[src/rtl/hsi_pkg.sv]
// Shared constants for the HSI transmit scheduler: source codes, FSM state
// encoding and a counter-width helper.
package hsi_pkg;

    // Source codes, also the value driven on link_sel
    localparam logic [1:0] SRC_BTC = 2'd0;
    localparam logic [1:0] SRC_SR  = 2'd1;
    localparam logic [1:0] SRC_CCW = 2'd2;
    localparam logic [1:0] SRC_TM  = 2'd3;

    // Scheduler FSM states
    localparam logic [2:0] ST_IDLE  = 3'd0;
    localparam logic [2:0] ST_GRANT = 3'd1;
    localparam logic [2:0] ST_WAIT  = 3'd2;
    localparam logic [2:0] ST_RETRY = 3'd3;
    localparam logic [2:0] ST_GAP   = 3'd4;

    // Bits needed to hold 0..max_val; never less than one bit
    function automatic int cnt_width(input int max_val);
        return (max_val < 1) ? 1 : $clog2(max_val + 1);
    endfunction

endpackage

[src/rtl/hsi_prio_arb.sv]
// Four-way fixed-priority picker (BTC > SR > CCW > TM) with a TM override
// used to break TM starvation. Purely combinational.
module hsi_prio_arb
    import hsi_pkg::*;
(
    input  logic [3:0] req,
    input  logic       force_tm,
    output logic [3:0] grant_oh,
    output logic [1:0] grant_idx
);

    // Pick the winner; TM jumps the queue only when forced and requesting
    always_comb begin
        grant_oh  = 4'b0000;
        grant_idx = SRC_BTC;
        if (force_tm && req[SRC_TM]) begin
            grant_oh  = 4'b1000;
            grant_idx = SRC_TM;
        end else if (req[SRC_BTC]) begin
            grant_oh  = 4'b0001;
            grant_idx = SRC_BTC;
        end else if (req[SRC_SR]) begin
            grant_oh  = 4'b0010;
            grant_idx = SRC_SR;
        end else if (req[SRC_CCW]) begin
            grant_oh  = 4'b0100;
            grant_idx = SRC_CCW;
        end else if (req[SRC_TM]) begin
            grant_oh  = 4'b1000;
            grant_idx = SRC_TM;
        end
    end

endmodule

[src/rtl/hsi_tx_scheduler.sv]
// HSI master transmit scheduler: arbitrates the four frame sources, starts
// one frame at a time on the serializer, retries NAKs, times out hung
// frames and enforces an inter-frame gap.
module hsi_tx_scheduler
    import hsi_pkg::*;
#(
    parameter int GAP_CYC    = 16,
    parameter int MAX_RETRY  = 3,
    parameter int TMO_CYC    = 4096,
    parameter int STARVE_LIM = 4
) (
    input  logic       clk,
    input  logic       n_rst,
    input  logic       btc_en,
    input  logic       btc_rdy,
    output logic       btc_ack,
    input  logic       sr_en,
    input  logic       sr_tx_rdy,
    output logic       sr_tx_ack,
    input  logic       ccw_tx_en,
    input  logic       ccw_tx_rdy,
    output logic       ccw_tx_ack,
    input  logic       tm_tx_en,
    input  logic       tm_tx_rdy,
    output logic       tm_tx_ack,
    output logic       link_start,
    output logic [1:0] link_sel,
    input  logic       link_done,
    input  logic       link_nak,
    output logic       link_abort,
    output logic       fail,
    output logic       busy
);

    localparam int GAP_W    = cnt_width(GAP_CYC);
    localparam int RETRY_W  = cnt_width(MAX_RETRY);
    localparam int TMO_W    = cnt_width(TMO_CYC);
    localparam int STARVE_W = cnt_width(STARVE_LIM);

    localparam logic [GAP_W-1:0]    GAP_LAST   = GAP_W'(GAP_CYC - 1);
    localparam logic [RETRY_W-1:0]  RETRY_MAX  = RETRY_W'(MAX_RETRY);
    localparam logic [TMO_W-1:0]    TMO_LAST   = TMO_W'(TMO_CYC - 1);
    localparam logic [STARVE_W-1:0] STARVE_MAX = STARVE_W'(STARVE_LIM);

    logic [2:0]          state;
    logic [1:0]          sel_r;
    logic [GAP_W-1:0]    gap_cnt;
    logic [RETRY_W-1:0]  retry_cnt;
    logic [TMO_W-1:0]    tmo_cnt;
    logic [STARVE_W-1:0] starve_cnt;

    logic [3:0] req;
    logic [3:0] grant_oh;
    logic [1:0] grant_idx;
    logic       force_tm;
    logic       nak_giveup;
    logic       tmo_hit;

    assign req = {tm_tx_en & tm_tx_rdy, ccw_tx_en & ccw_tx_rdy,
                  sr_en & sr_tx_rdy, btc_en & btc_rdy};
    assign force_tm = (starve_cnt == STARVE_MAX);

    hsi_prio_arb u_arb (
        .req       (req),
        .force_tm  (force_tm),
        .grant_oh  (grant_oh),
        .grant_idx (grant_idx)
    );

    // Abort conditions while waiting; link_done always takes precedence
    assign nak_giveup = (state == ST_WAIT) && !link_done && link_nak && (retry_cnt == RETRY_MAX);
    assign tmo_hit    = (state == ST_WAIT) && !link_done && !link_nak && (tmo_cnt == TMO_LAST);

    // Output decode: grants and starts come straight from the state
    always_comb begin
        btc_ack    = (state == ST_GRANT) && (sel_r == SRC_BTC);
        sr_tx_ack  = (state == ST_GRANT) && (sel_r == SRC_SR);
        ccw_tx_ack = (state == ST_GRANT) && (sel_r == SRC_CCW);
        tm_tx_ack  = (state == ST_GRANT) && (sel_r == SRC_TM);
        link_start = (state == ST_GRANT) || (state == ST_RETRY);
        link_sel   = sel_r;
        link_abort = nak_giveup || tmo_hit;
        fail       = nak_giveup || tmo_hit;
        busy       = (state != ST_IDLE);
    end

    // Scheduler FSM with gap, timeout, retry and starvation counters
    always_ff @(posedge clk) begin
        if (!n_rst) begin
            state      <= ST_IDLE;
            sel_r      <= SRC_BTC;
            gap_cnt    <= '0;
            retry_cnt  <= '0;
            tmo_cnt    <= '0;
            starve_cnt <= '0;
        end else begin
            case (state)
                ST_IDLE: begin
                    if (|grant_oh) begin
                        sel_r <= grant_idx;
                        state <= ST_GRANT;
                    end
                end
                ST_GRANT: begin
                    tmo_cnt   <= '0;
                    retry_cnt <= '0;
                    if (sel_r == SRC_TM)
                        starve_cnt <= '0;
                    else if (req[SRC_TM] && (starve_cnt != STARVE_MAX))
                        starve_cnt <= starve_cnt + 1'b1;
                    state <= ST_WAIT;
                end
                ST_WAIT: begin
                    if (link_done) begin
                        gap_cnt <= '0;
                        state   <= ST_GAP;
                    end else if (link_nak) begin
                        if (retry_cnt != RETRY_MAX) begin
                            retry_cnt <= retry_cnt + 1'b1;
                            state     <= ST_RETRY;
                        end else begin
                            gap_cnt <= '0;
                            state   <= ST_GAP;
                        end
                    end else if (tmo_cnt == TMO_LAST) begin
                        gap_cnt <= '0;
                        state   <= ST_GAP;
                    end else begin
                        tmo_cnt <= tmo_cnt + 1'b1;
                    end
                end
                ST_RETRY: begin
                    tmo_cnt <= '0;
                    state   <= ST_WAIT;
                end
                ST_GAP: begin
                    if (gap_cnt == GAP_LAST)
                        state <= ST_IDLE;
                    else
                        gap_cnt <= gap_cnt + 1'b1;
                end
                default: state <= ST_IDLE;
            endcase
        end
    end

endmodule

[config.mk]
export PLATFORM = sky130hd
export DESIGN_NAME = hsi_tx_scheduler
export DESIGN_NICKNAME = d
export VERILOG_FILES = /design/src/rtl/hsi_pkg.sv /design/src/rtl/hsi_prio_arb.sv /design/src/rtl/hsi_tx_scheduler.sv
export SDC_FILE = /design/constraint.sdc
export NUM_CORES = 1
export LEC_CHECK = 0
export ABC_AREA = 1
export CAP_MARGIN = 20
export CORE_MARGIN = 2
export CORE_UTILIZATION = 40
export DETAILED_ROUTE_END_ITERATION = 12
export GPL_TIMING_DRIVEN = 0
export RECOVER_POWER = 50
export SYNTH_ARGS = -nofsm -noshare
export SYNTH_HDL_FRONTEND = slang
export SYNTH_SLANG_ARGS = --single-unit
[constraint.sdc]
create_clock -name clk -period 4.6 [get_ports clk]
set_input_delay 0.92 -clock clk [delete_from_list [all_inputs] [get_ports clk]]
set_output_delay 0.92 -clock clk [all_outputs]
set_load 0.02 [all_outputs]
* Word level (Yosys, flattened, before mapping)
Cells that the tools add are included.
Word-level totals: logic and storage cells 100, flip-flop bits (word level) 28
Operators by class: mux-type cells 33, bitwise logic cells 4, eq/ne operators 23, reductions and logical operators 30, $add $sub $neg 4
Operators by type and width (count):
- $mux 13 | 3
- $pmux 13 s2 | 1
- $mux 5 | 5
- $mux 3 | 8
- $mux 4 | 5
- $mux 2 | 8
- $ne 2x2->1 const B | 8
- $add 13x1->13 const B | 1
- $eq 13x12->1 const B | 1
- $pmux 3 s4 | 1
- $reduce_and 4->1 | 3
- $logic_and 1x1->1 | 11
- $pmux 5 s2 | 1
- $reduce_bool 2->1 | 4
- $eq 2x2->1 const B | 3
- $eq 3x2->1 const B | 2
- $eq 3x3->1 const B | 2
- $add 5x1->5 const B | 1
- $eq 5x4->1 const B | 1
- $and 1x1->1 | 4
- $ne 4x3->1 const B | 1
- $ne 4x4->1 const B | 1
- $pmux 2 s2 | 1
- $reduce_and 2->1 | 2
- other kinds (14) | 16

* Longest topological paths before layout
depth in word-level cells 9, mapped depth 11, depth with buffers taken out 10

* Cells and area by module
From an unflattened synthesis, not the netlist that was laid out.
Second synthesis, totals: cell total of the unflattened synthesis 288, area total of the unflattened synthesis 1881.8 µm²
By module, submodules not included:
- hsi_tx_scheduler | area each 1803.0 µm², instances 1, cells each 272
- hsi_prio_arb | area each 78.8 µm², instances 1, cells each 16

* Least setup slack after synthesis
No wires, ideal clock.
path kind input to output, from in link_nak, to out link_abort, arrival 1691 ps, setup slack 1989 ps, data required time 3680 ps, stages 5, cells stage by stage nor2_1 nand3_1 nor2_1 a32o_1 buf_4
Between the ends: word-level cells in the longest chain between the ends 4, elaborated cells on any way between the ends 6
Ends and longest elaborated chain:
- from (decl) | RTL line hsi_tx_scheduler.sv:29 | input logic link_nak,
- $logic_not 1->1 | RTL line hsi_tx_scheduler.sv:72 | assign tmo_hit = (state == ST_WAIT) && !link_done && !link_nak && (tmo_cnt == TMO_LAST);
- $logic_and 1x1->1 (2 in a row) | RTL line hsi_tx_scheduler.sv:72
- $logic_or 1x1->1 (*)
- to (decl) | RTL line hsi_tx_scheduler.sv:30 | output logic link_abort,
Every way passes the cells marked *; elsewhere a longest branch is shown, timed or not.

* Worst setup path in the final report
from in link_nak, to out link_abort
Between the ends: word-level cells in the longest chain between the ends 4, elaborated cells on any way between the ends 6
Ends and longest elaborated chain:
- $logic_not 1->1 | RTL line hsi_tx_scheduler.sv:72
- $logic_and 1x1->1 (2 in a row) | RTL line hsi_tx_scheduler.sv:72
- $logic_or 1x1->1 (*) | RTL line hsi_tx_scheduler.sv:82 | link_abort = nak_giveup || tmo_hit;
Marked as above.

==> impl_results.md <==
- Die area: 0.00493 mm²
- Fin cells: 346
- Vias per std cell: 4.87
- Bufs and invs on worst path: 3
- Worst-margin pin slew: 557 ps
- CP Data Arrival Time: 2800 ps
- Slowest CP cell: clkdlybuf4s50_1
- Yosys warns: 0
- Final TNS setup: 0 ps
- Clock transition at path regs: 100 ps
- Die height: 70.2 µm
- Post-DP HPWL: 2.99 mm
- Gpl congestion: 0.765
- Largest net degree at the start of global routing: 16
- Delay-heaviest family, CP: buffers and inverters
- Most used cell, CP: nor2_1
- Final hold vios: 0
- Die X: 70.2 µm
- Seq cells post-synth: 28
- Area of the multi-input gates: 0.00102 mm²
- CTS tree: built
- VDD IR max: 0.191 mV
- Post-synth net total: 288
- Status: completed
- Pwr/cell area: 369 mW/mm²
- DP Cell Count: 342
- Post-CTS Setup Bufs: 0
- Unrepaired setup endpoints after global routing: false
- NumNets Final: 313
- Critical path, cell by cell: dlygate4sd3_1 -> nor2_1 -> nand3_1 -> nor2_1 -> a32o_1 -> buf_4 -> clkdlybuf4s50_1
- CTS root buf: clkbuf_8
- P&R area growth vs syn: 17.5%
- Hold buffers post-CTS: 0
- CP Launch Point: link_nak
- RR Startpoint: tmo_cnt[0]
- Layout cell share with drive strength beyond 1: 0.0918
- Critical Path RT: 3680 ps
- Element type at the critical path end: output port
- Sequential fraction of the synthesis area: 0.319
- Reg area: 561 µm²
- Critical Path Start Type: input pin
- Post-Syn Instances: 270
- CTS sink cnt: 28
- Io pins: 22
- Slew headroom: 0.629
- Pins Over Slew Limit: 0
- Type of the worst min-delay path: reg -> reg
- Final antenna-violating net count: 0
- Core region area: 0.00429 mm²
- Crit Path Class: in -> out
- Total track usage: 0.179
- Vias: 1684
- WL final: 3.99 mm
- Avg WL per Cell: 11.5 µm
- Post-CTS Resized: 0
- Max FO, Critical Path: 2
- Max-cap violations: 0
- Yosys cell types: 32
- Tmin final: 3720 ps
- Cell Area, Synth: 0.00176 mm²
- # DRC: 0
- Rows: 24
- Total iterations of the first detailed-routing run: 4
- P_leak: 0.823 nW
- Fillers: 474
- Initial antenna violation count: 0
- H-tree Lvls: 1
- Vias in the first global route: 1577
- Ant diodes: 0
- CP peak stage delay: 580 ps
- Initial DRC count: 54
- Final setup violating endpoints: 0
- Initial Util: 0.409
- TritonCTS Buffers: 3
- Fmax: 269 MHz
- Global-route wire length before repair: 7.22 mm
- Syn Area/Cell: 6.50 µm²
- Worst clock skew: 8.32 ps
- Hold Crit Start: starve_cnt[1]
- Buffers added on ports: 20
- Clk Latency, worst-skew pair: 290 ps
- Buffer depth of the longest clock path: 2
- Fin crit share: 0.808
- Congestion Overflow GR: 0
==> layout by cell type (no fill, tap or decap), drive strengths merged <==
master | synthesis | final
clkbuf | 1 | 6
o211ai | 1 | 1
and2 | 1 | 1
clkdlybuf4s50 | 0 | 17
a31oi | 2 | 2
ha | 6 | 6
nand2 | 67 | 67
o22ai | 1 | 1
dfxtp | 28 | 28
a32o | 1 | 1
o21bai | 1 | 1
o21ai | 9 | 9
inv | 32 | 32
nor2 | 49 | 49
a21oi | 20 | 20
nand4 | 5 | 5
nand3 | 25 | 25
dlygate4sd3 | 0 | 3
nor3b | 3 | 3
nor3 | 7 | 7
clkinv | 1 | 1
o211a | 1 | 1
xor2 | 2 | 2
or2 | 1 | 1
buf | 6 | 5
==> where the power goes <==
| group | leakage (nW) | internal, mW | switching (mW) | total, mW |
|---|---|---|---|---|
| Sequential | 0.228 | 0.281 | 0.0389 | 0.320 |
| Clock | 0.0288 | 0.0769 | 0.0798 | 0.157 |
| Combinational | 0.567 | 0.105 | 0.179 | 0.284 |
| Total | 0.823 | 0.463 | 0.298 | 0.761 |
==> routing by layer <==
metal	share of wire	up-vias	GRT usage
met2	0.45	18	0.281
met4	0.011	0	0.0449
li1	-	916	-
met1	0.52	745	0.251
met3	0.024	5	0.0346
met5	0	-	0
==> worst min-delay path, stage by stage (launching register included) <==
cell     delay (ps)
dfxtp_1         340
nand2_1          60
a21oi_1          50
==> Yosys cell counts (all sizes together) <==
| library cell | number | area, µm² |
|---|---|---|
| nor2 | 49 | 214 |
| o22ai | 1 | 6.26 |
| nand4 | 5 | 31.3 |
| xor2 | 2 | 17.5 |
| or2 | 1 | 6.26 |
| a31oi | 2 | 12.5 |
| nor3 | 7 | 35.0 |
| dfxtp | 28 | 561 |
| buf | 6 | 45.0 |
| o21ai | 9 | 45.0 |
| a32o | 1 | 10.0 |
| nand2 | 67 | 277 |
| nor3b | 3 | 22.5 |
| inv | 32 | 120 |
| o211ai | 1 | 7.51 |
| clkinv | 1 | 3.75 |
| nand3 | 25 | 135 |
| o21bai | 1 | 7.51 |
| clkbuf | 1 | 3.75 |
| a21oi | 20 | 104 |
| and2 | 1 | 6.26 |
| o211a | 1 | 10.0 |
| ha | 6 | 75.1 |
==> cell families after synthesis <==
| family | after synthesis | share of synthesized area |
|---|---|---|
| buf+inv | 40 | 0.0984 |
| simple gates | 158 | 0.414 |
| xor+xnor | 2 | 0.00998 |
| flops | 28 | 0.319 |
| compound gates | 36 | 0.115 |
| fa+ha+maj | 6 | 0.0428 |
==> final timing paths <==
kind                   end  cells after the start  slack (ps)
max             link_abort                      7         880
min          starve_cnt[1]                      2         490
max reg2reg     gap_cnt[0]                      8        2740
min reg2reg  starve_cnt[1]                      2         490
==> final cells by class <==
class | count | share of cell area
inverters | 33 | 0.0601
clock buffers | 4 | 0.0267
well taps | 52 | 0.0316
flip-flops and latches | 28 | 0.272
repair buffers | 20 | 0.0971
plain buffers | 7 | 0.0200
multi-input cells | 202 | 0.493
==> per-stage QoR <==
stage / utilization / worst slack [ps] / power [mW] / area [µm²] / hold slack (ps)
final: 0.480 / 881 / 0.761 / 2060 / 492
after global routing: 0.480 / 777 / 0.825 / 2060 / 529
after CTS: 0.483 / 1010 / 0.777 / 2080 / 498
after detailed placement: 0.471 / 1020 / 0.619 / 2020 / 484
after global placement: 0.471 / 1020 / 0.616 / 2020 / 477
after floorplan: - / 1990 / 0.519 / 1760 / 454
==> registers in the layout (all words and copies together), names as in the netlist <==
name / count
tmo_cnt: 13
gap_cnt: 5
starve_cnt: 3
state: 3
link_sel: 2
retry_cnt: 2
(Power assumes the default switching activity.)
